===== config.mk =====
export PLATFORM = sky130hd
export DESIGN_NAME = tdm_mult_scheduler
export DESIGN_NICKNAME = d
export VERILOG_FILES = /design/src/rtl/tdm_mult_scheduler.sv
export SDC_FILE = /design/constraint.sdc
export NUM_CORES = 1
export LEC_CHECK = 0
export BUFFER_PORTS_ARGS = -buffer_cell sky130_fd_sc_hd__buf_2
export CAP_MARGIN = 10
export CELL_PAD_IN_SITES_DETAIL_PLACEMENT = 2
export CELL_PAD_IN_SITES_GLOBAL_PLACEMENT = 2
export CORE_UTILIZATION = 26
export CTS_CLUSTER_DIAMETER = 30
export DETAILED_ROUTE_END_ITERATION = 12
export HOLD_SLACK_MARGIN = 0.15
export PLACE_DENSITY = 0.95
export SYNTH_ARGS = -nofsm -noshare
export SYNTH_HDL_FRONTEND = slang
export SYNTH_SLANG_ARGS = --single-unit

===== constraint.sdc =====
create_clock -name clk -period 5.1 [get_ports clk]
set_input_delay 0.765 -clock clk [delete_from_list [all_inputs] [get_ports clk]]
set_output_delay 0.765 -clock clk [all_outputs]
set_load 0.005 [all_outputs]

===== src/rtl/tdm_mult_scheduler.sv =====
// tdm_mult_scheduler: round-robin issue of operand pairs from NUM_REQ requesters
// onto one shared, non-stallable pipelined multiplier. Issue is gated by
// downstream FIFO credits, and a RUN -> DRAIN -> DONE sequence quiesces the
// datapath before reconfiguration.
module tdm_mult_scheduler #(
  parameter int  NUM_REQ      = 2,
  parameter int  DATA_WIDTH   = 8,
  parameter int  MULT_LATENCY = 4,
  parameter int  CREDITS      = 8,
  localparam int ID_W         = $clog2(NUM_REQ),
  localparam int CW           = $clog2(CREDITS + 1)
) (
  input  logic                          clk,
  input  logic                          rst,
  input  logic [NUM_REQ-1:0]            req_valid,
  input  logic [NUM_REQ*DATA_WIDTH-1:0] req_a,
  input  logic [NUM_REQ*DATA_WIDTH-1:0] req_b,
  output logic [NUM_REQ-1:0]            req_ready,
  output logic [DATA_WIDTH-1:0]         mult_a,
  output logic [DATA_WIDTH-1:0]         mult_b,
  output logic                          issue_valid,
  input  logic [2*DATA_WIDTH-1:0]       mult_p,
  output logic                          res_valid,
  output logic [ID_W-1:0]               res_id,
  output logic [2*DATA_WIDTH-1:0]       res_data,
  input  logic                          credit_return,
  input  logic                          flush_req,
  output logic                          flush_done,
  output logic [CW-1:0]                 credits_avail,
  output logic                          err_credit_ovf
);

  localparam logic [CW-1:0]   CRED_MAX = CW'(CREDITS);
  localparam logic [CW-1:0]   CRED_ONE = CW'(1);
  localparam logic [ID_W-1:0] ID_LAST  = ID_W'(NUM_REQ - 1);

  typedef enum logic [1:0] {RUN, DRAIN, DONE} state_t;

  state_t                  state;
  logic [ID_W-1:0]         ptr;
  logic [ID_W-1:0]         winner;
  logic                    any_valid;
  logic                    can_issue;
  logic                    xfer;
  logic [CW-1:0]           credits;
  logic                    credit_ovf;
  logic [ID_W-1:0]         issue_id_p0;
  logic [MULT_LATENCY-1:0] tag_vld_p;
  logic [ID_W-1:0]         tag_id_p [MULT_LATENCY];

  // Saturating credit update: a take and a give in the same cycle cancel out.
  function automatic logic [CW-1:0] credit_next(input logic [CW-1:0] cur,
                                                input logic take, input logic give);
    logic [CW-1:0] nxt;
    nxt = cur;
    if (take && !give)
      nxt = cur - CRED_ONE;
    else if (give && !take && cur != CRED_MAX)
      nxt = cur + CRED_ONE;
    return nxt;
  endfunction

  // Round-robin winner: first valid requester at or after ptr, wrapping.
  always_comb begin
    logic [ID_W-1:0] cand;
    winner    = '0;
    any_valid = 1'b0;
    cand      = '0;
    for (int k = NUM_REQ - 1; k >= 0; k--) begin
      cand = ID_W'((int'(ptr) + k) % NUM_REQ);
      if (req_valid[cand]) begin
        winner    = cand;
        any_valid = 1'b1;
      end
    end
  end

  // Grant only while running, not on the first flush_req cycle, and with a credit.
  always_comb begin
    can_issue = (state == RUN) && !flush_req && (credits != '0);
    xfer      = can_issue && any_valid;
    req_ready = '0;
    if (xfer) req_ready[winner] = 1'b1;
  end

  assign credit_ovf    = credit_return && !xfer && (credits == CRED_MAX);
  assign credits_avail = credits;
  assign res_valid     = tag_vld_p[MULT_LATENCY-1];
  assign res_id        = tag_id_p[MULT_LATENCY-1];
  assign res_data      = mult_p;

  // Arbitration pointer, credit counter and sticky overflow flag.
  always_ff @(posedge clk) begin
    if (rst) begin
      ptr            <= '0;
      credits        <= CRED_MAX;
      err_credit_ovf <= 1'b0;
    end else begin
      credits <= credit_next(credits, xfer, credit_return);
      if (credit_ovf) err_credit_ovf <= 1'b1;
      if (xfer) ptr <= (winner == ID_LAST) ? '0 : winner + ID_W'(1);
    end
  end

  // Issue stage: operands hold their last value when nothing is issued.
  always_ff @(posedge clk) begin
    if (rst) begin
      issue_valid <= 1'b0;
      issue_id_p0 <= '0;
      mult_a      <= '0;
      mult_b      <= '0;
    end else begin
      issue_valid <= xfer;
      if (xfer) begin
        issue_id_p0 <= winner;
        mult_a      <= req_a[int'(winner)*DATA_WIDTH +: DATA_WIDTH];
        mult_b      <= req_b[int'(winner)*DATA_WIDTH +: DATA_WIDTH];
      end
    end
  end

  // Tag pipe: follows the multiplier so res_id lines up with mult_p.
  always_ff @(posedge clk) begin
    if (rst) begin
      tag_vld_p <= '0;
      for (int i = 0; i < MULT_LATENCY; i++) tag_id_p[i] <= '0;
    end else begin
      tag_vld_p[0] <= issue_valid;
      tag_id_p[0]  <= issue_id_p0;
      for (int i = 1; i < MULT_LATENCY; i++) begin
        tag_vld_p[i] <= tag_vld_p[i-1];
        tag_id_p[i]  <= tag_id_p[i-1];
      end
    end
  end

  // Flush sequencing; DONE is left only once flush_req has dropped.
  always_ff @(posedge clk) begin
    if (rst) begin
      state      <= RUN;
      flush_done <= 1'b0;
    end else begin
      case (state)
        RUN: begin
          if (flush_req) state <= DRAIN;
        end
        DRAIN: begin
          if (!issue_valid && (tag_vld_p == '0)) begin
            state      <= DONE;
            flush_done <= 1'b1;
          end
        end
        DONE: begin
          if (!flush_req) begin
            state      <= RUN;
            flush_done <= 1'b0;
          end
        end
        default: begin
          state      <= RUN;
          flush_done <= 1'b0;
        end
      endcase
    end
  end

endmodule

==> results of run 1 <==
==> worst paths after layout <==
path / from / endpoint / depth (start not counted)
worst min-delay path: tag_id_p[0][0]$_SDFF_PP0_ / tag_id_p[0][1]$_SDFF_PP0_ / 1
worst min register to register: tag_id_p[0][0]$_SDFF_PP0_ / tag_id_p[0][1]$_SDFF_PP0_ / 1
worst max register to register: state[0]$_SDFFE_PP0P_ / credits_avail[2]$_SDFFE_PP0P_ / 8
worst max-delay path: flush_req / req_ready[0] / 6
==> worst max-delay path, delay by kind of cell <==
kind	cells	cell delay, ns
AND/OR/NAND/NOR	3	0.73
buffers and inverters	3	0.60
==> logic make-up (layout without fill, tap and decap cells) <==
| group | after synthesis | after routing |
|---|---|---|
| xor+xnor | 1 | 1 |
| compound gates | 30 | 30 |
| mux | 17 | 17 |
| simple gates | 61 | 61 |
| buf+inv | 29 | 77 |
| fa+ha+maj | 1 | 1 |
| flops | 35 | 35 |
==> layer usage <==
layer | GRT usage | routed length, um | part of all wire
met3 | 0.0368 | 257 | 0.059
met2 | 0.249 | 2290 | 0.53
met1 | 0.139 | 1760 | 0.41
met4 | 0.0423 | 29 | 0.0067
met5 | 0 | 0 | 0
==> registers in the layout (all words and copies together) (netlist names) <==
| register | cells |
|---|---|
| mult_a | 8 |
| mult_b | 8 |
| credits_avail | 4 |
| tag_id_p | 4 |
| tag_vld_p | 4 |
| state | 2 |
| err_credit_ovf | 1 |
| flush_done | 1 |
| issue_id_p0 | 1 |
| issue_valid | 1 |
| ptr | 1 |
==> power breakdown <==
part	leakage [nW]	switching, mW	internal, mW
sequential	0.287	0.0232	0.301
clock	0.0618	0.106	0.161
combinational	0.609	0.0827	0.0734
==> stage by stage <==
stage / hold slack, ns / total power [mW]
3_5_place_dp: 0.439 / 0.489
3_3_place_gp: 0.420 / 0.479
2_1_floorplan: 0.414 / 0.440
6_report: 0.453 / 0.747
5_1_grt: 0.467 / 0.791
4_1_cts: 0.454 / 0.762
==> cells in the mapped netlist (2+ instances only) <==
master     n
nand3_1    4
inv_1      3
mux2i_1   17
a211oi_1   7
nand2_1    3
nor3_1     7
nor4_1     4
nor2b_1    9
buf_6      2
o21ai_0    2
or3_1      2
a21oi_1    2
a211oi_2  11
and2_1     2
buf_2      2
o31a_1     2
dfxtp_1   35
buf_4     17
clkbuf_1   5
nor2_1    23
==> area by class of cell <==
class	instances	share of cell area
Inverter	3	0.00541
Tap cell	77	0.0463
Multi-Input combinational cell	110	0.392
Clock buffer	6	0.0397
Sequential cell	35	0.337
Clock inverter	2	0.0186
Timing Repair Buffer	66	0.161
==> reports/qor.yml, run 1 <==
status:
  outcome: "finished clean"
synthesis:
  syn-instance-count: 174
  synth_seq_cells: 35
  synth_area_um2: 1700
  synthAdderAreaFrac: 0.00735
  yosysWarningCount: 0
  yosys-top-cells-area: "dfxtp_1, mux2i_1, a211oi_2, buf_4, nor2_1"
  synth_compound_area_frac: 0.163
  synth-simple-area-share: 0.201
  synth_xor_area_frac: 0.00514
  ys.flop_type: "dfxtp_1"
  synth_cell_types: 35
  yosysSeqAreaShare: 0.411
  synth_largest_area_cell: "dfxtp_1"
  synth.top_cell.area_share: 0.411
  synth-edff-count: 0
  muxShareOfSynthArea: 0.0999
  syn-num-nets: 229
  synth_top_family_by_area: "simple AND/OR/NAND/NOR gates"
  synth_async_sr_flop_share: 0
  postSynthAreaPerCell_um2: 9.79
finish:
  n_antenna_cell: 0
  layout_commonest_cell: "buf_2"
  fill_cells: 705
  drive_gt1_frac: 0.410
  syn2layout_area_growth_pct: 22.2
  regArea_um2: 701
  utilization: 0.328
  fin_cells: 299
  multi_input_area_um2: 816
  final_cell_mix: "buf_2, dfxtp_1, nor2_1, mux2i_1, a211oi_2"
  fin_area_um2: 2080
  final_nets: 276
floorplan:
  rows: 29
  io_pins: 97
  fp.dieW_um: 82.9
  die_height_um: 82.9
  die_area_um2: 6880
  start_util: 0.268
  core_um2: 6350
worst_setup_path:
  endpoint_kind: "output pin"
  cp_data_arrival_time_ns: 2.11
  crit_type: "in -> out"
  worstPathRequired_ns: 4.34
  critPathLaunchType: "input pin"
  crit_chain: "buf_2 -> or3_4 -> nor3_4 -> buf_4 -> and2_1 -> buf_2"
  slowest_delay_ns: 0.38
  critPathMostFrequentCell: "buf_2"
  crit_slowest_cell: "or3_4"
  rrSetupSlack_ns: 2.54
  crit_fanout: 35
sta:
  fin_crit_sh: 0.564
  setup_viol: 0
  hold_viol_final: 0
  tns_ns: 0
  fin_crit_ns: 2.88
  rsz0062_at_grt: "false"
  fin_skew_ns: 0.00678
  timing.final.ws_setup_ns: 2.22
  worst_slew_pin_slew_ns: 0.775
  slew-limit-headroom: 0.483
  fmax_ghz: 0.348
  drv_slew: 0
routing:
  routed_wl_mm: 4.33
  wire_per_inst_um: 14.5
  drt_iter0_drc: 43
  routed_via_density: 4.84
  first_pass_iters: 4
  remaining_drc_errors: 0
  vias: 1448
  drtAntennaViolNets: 0
placement:
  routabilityCongestion: 0.731
  hpwlAfterDp_mm: 3.16
  dp_worst_setup_slack_ns: 2.06
  dp_cells: 291
  place_area_um2: 1960
  port_buffers: 64
global_route:
  grt_max_degree: 36
  antenna_found_initial: 0
  grt-ovfl-total: 0
  grt_pass1_vias: 1579
  grt_usage: 0.131
  grt_pass1_wl_mm: 7.29
clock_tree:
  insertion_delay_ns: 0.28
  clock-sinks: 35
  postCtsSetupRepairBufs: 0
  cts.clk_slew.worst_paths_ns: 0.07
  holdBufCountCts: 0
  cts-buffers-inserted: 5
  cts_tree: "done"
  cts.path.max_buffers: 2
  clock-root-buffer: "clkbuf_8"
  htreeDepth: 2
  postCtsResizedCells: 0
power_and_ir_drop:
  peakVddDrop_uv: 198
  power_density_nw_per_um2: 359
  p_leak_nw: 0.959
run:
  drv_cap: 0
hold_path:
  min_path_type: "reg -> reg"
Note: power is estimated with default switching activity, not from simulation.
==> run 2, diff against run 1 <==
Settings changed: CORE_UTILIZATION 26 to 22, PLACE_DENSITY 0.95 to 0.87.
Clock period 5.1 ns to 2.5 ns, I/O delays scaled along.
==> reports/qor.yml, run 2 (same netlist as run 1, synthesis figures left out) <==
status:
  outcome: "finished clean"
placement:
  dp_cells: 317  # +8.9%
  hpwlAfterDp_mm: 3.44  # +8.7%
  routabilityCongestion: 0.771  # +5.5%
  port_buffers: 64  # unchanged
worst_setup_path:
  crit_start: "state[0]$_SDFFE_PP0P_"
  endpoint_kind: "flop"
  cp_data_arrival_time_ns: 2.54  # +0.43 ns
  cp_top_family: "simple AND/OR/NAND/NOR gates"
  path_buf_inv: 0  # -3
  rrSetupSlack_ns: 0.17  # -2.37 ns
  crit_slowest_cell: "or3_4"
  critPathLaunchType: "flop"
  worstPathRequired_ns: 2.70  # -1.64 ns
  crit_type: "reg -> reg"
  reg2reg_from: "state[0]$_SDFFE_PP0P_"
  crit_fanout: 5  # -86%
  slowest_delay_ns: 0.45  # +0.07 ns
  crit_chain: "or3_4 -> nor4_4 -> xor2_1 -> ha_1 -> or3_1 -> nor4_2 -> nor4_1 -> nor3_1"
sta:
  worst_slew_pin_slew_ns: 0.553  # -0.222 ns
  fmax_ghz: 0.429
  hold_viol_final: 0  # unchanged
  fin_crit_sh: 0.933
  drv_slew: 0  # unchanged
  rsz0062_at_grt: "false"
  fin_crit_ns: 2.33
  setup_viol: 0  # unchanged
  slew-limit-headroom: 0.629  # +0.145
  fin_skew_ns: 0.00678  # +0.00000819 ns
floorplan:
  fp.dieW_um: 90.0  # +8.5%
  die_area_um2: 8100  # +18%
  die_height_um: 90.0  # +8.5%
  start_util: 0.231  # -0.0371
  io_pins: 97  # unchanged
  core_um2: 7370  # +16%
  rows: 31  # +6.9%
global_route:
  grt_pass1_vias: 1606  # +1.7%
  antenna_found_initial: 0  # unchanged
  grt_usage: 0.122  # -0.00920
  grt-ovfl-total: 0  # unchanged
  grt_max_degree: 35  # -2.8%
  grt_pass1_wl_mm: 7.85  # +7.7%
clock_tree:
  insertion_delay_ns: 0.29  # about the same
  htreeDepth: 2  # unchanged
  cts.path.max_buffers: 2  # unchanged
  clock-sinks: 35  # unchanged
  cts.clk_slew.worst_paths_ns: 0.08  # about the same
  cts_tree: "done"
  cts-buffers-inserted: 5  # unchanged
  clock-root-buffer: "clkbuf_8"
power_and_ir_drop:
  peakVddDrop_uv: 312  # +57%
  p_leak_nw: 0.959  # about the same
  power_density_nw_per_um2: 670  # +87%
routing:
  routed_wl_mm: 4.60  # +6.2%
  remaining_drc_errors: 0  # unchanged
  drt_iter0_drc: 18  # -58%
  drtAntennaViolNets: 0  # unchanged
  first_pass_iters: 3  # -1
  wire_per_inst_um: 14.1  # -2.3%
  vias: 1455  # +0.48%
  routed_via_density: 4.48  # -7.6%
hold_path:
  min_path_type: "in -> reg"
  min_from: "req_b[9]"
finish:
  utilization: 0.288  # -0.0399
  fin_cells: 325  # +8.7%
  drive_gt1_frac: 0.425  # +0.0149
  layout_commonest_cell: "buf_2"
  final_cell_mix: "buf_2, dfxtp_1, nor2_1, mux2i_1, a211oi_2"
  n_antenna_cell: 0  # unchanged
  final_nets: 280  # +1.4%
  largestRegisters: "mult_a x8, mult_b x8"
  fill_cells: 857  # +22%
  syn2layout_area_growth_pct: 24.5
run:
  drv_cap: 0  # unchanged
==> run 2: tightest hold or removal path, delay by kind of cell <==
kind	cells	cell delay, ns
compound gates	1	0.08
mux	1	0.11
buf+inv	1	0.10
==> run 2: layout make-up <==
cell class	count	area (um2)	area share
clock buffer	5	68.8	0.0324
sequential	35	701	0.330
tap	99	124	0.0584
clock inverter	3	20.0	0.00944
timing repair buffer	70	365	0.172
inverter	3	11.3	0.00531
multi-input combinational	110	831	0.392
==> run 2: what timing repair did <==
| action | 4_1_cts | 5_1_grt |
|---|---|---|
| hold endpoints to repair | 0 | 0 |
| buffers inserted | 0 | 0 |
| hold buffers | 0 | 0 |
| setup endpoints to repair | 0 | 1 |
| resized for setup | 0 | 2 |
==> run 2: routing by layer <==
metal / global-route usage / up-vias / share of wire
met5: 0 / - / 0
met4: 0.0363 / 0 / 0.0065
met3: 0.0448 / 4 / 0.075
met2: 0.213 / 51 / 0.50
met1: 0.139 / 693 / 0.42
li1: - / 707 / -
==> run 2: path summary, 6_finish.rpt <==
path | cells past startpoint | endpoint
setup / recovery | 8 | credits_avail[2]$_SDFFE_PP0P_
hold / removal | 3 | mult_b[1]$_SDFFE_PP0P_
setup reg to reg | 8 | credits_avail[2]$_SDFFE_PP0P_
hold reg to reg | 1 | tag_id_p[0][1]$_SDFF_PP0_
==> run 2: power by group <==
part | switching (mW) | internal, mW | total [mW]
Clock | 0.230 | 0.194 | 0.424
Sequential | 0.0401 | 0.615 | 0.655
Combinational | 0.182 | 0.160 | 0.342
Total | 0.452 | 0.969 | 1.42
==> run 2: metrics by stage <==
stage,area [um2],worst slack [ns],power (mW),hold WS (ns),TNS [ns]
finish,2120,0.166,1.42,0.425,0
global route,2120,0.0235,1.52,0.419,0
CTS,2110,0.0114,1.46,0.417,0
detailed placement,2020,-0.0526,1.01,0.436,-0.0526
global placement,2020,0.131,0.994,0.432,0
floorplan,1700,0.227,0.899,0.414,0
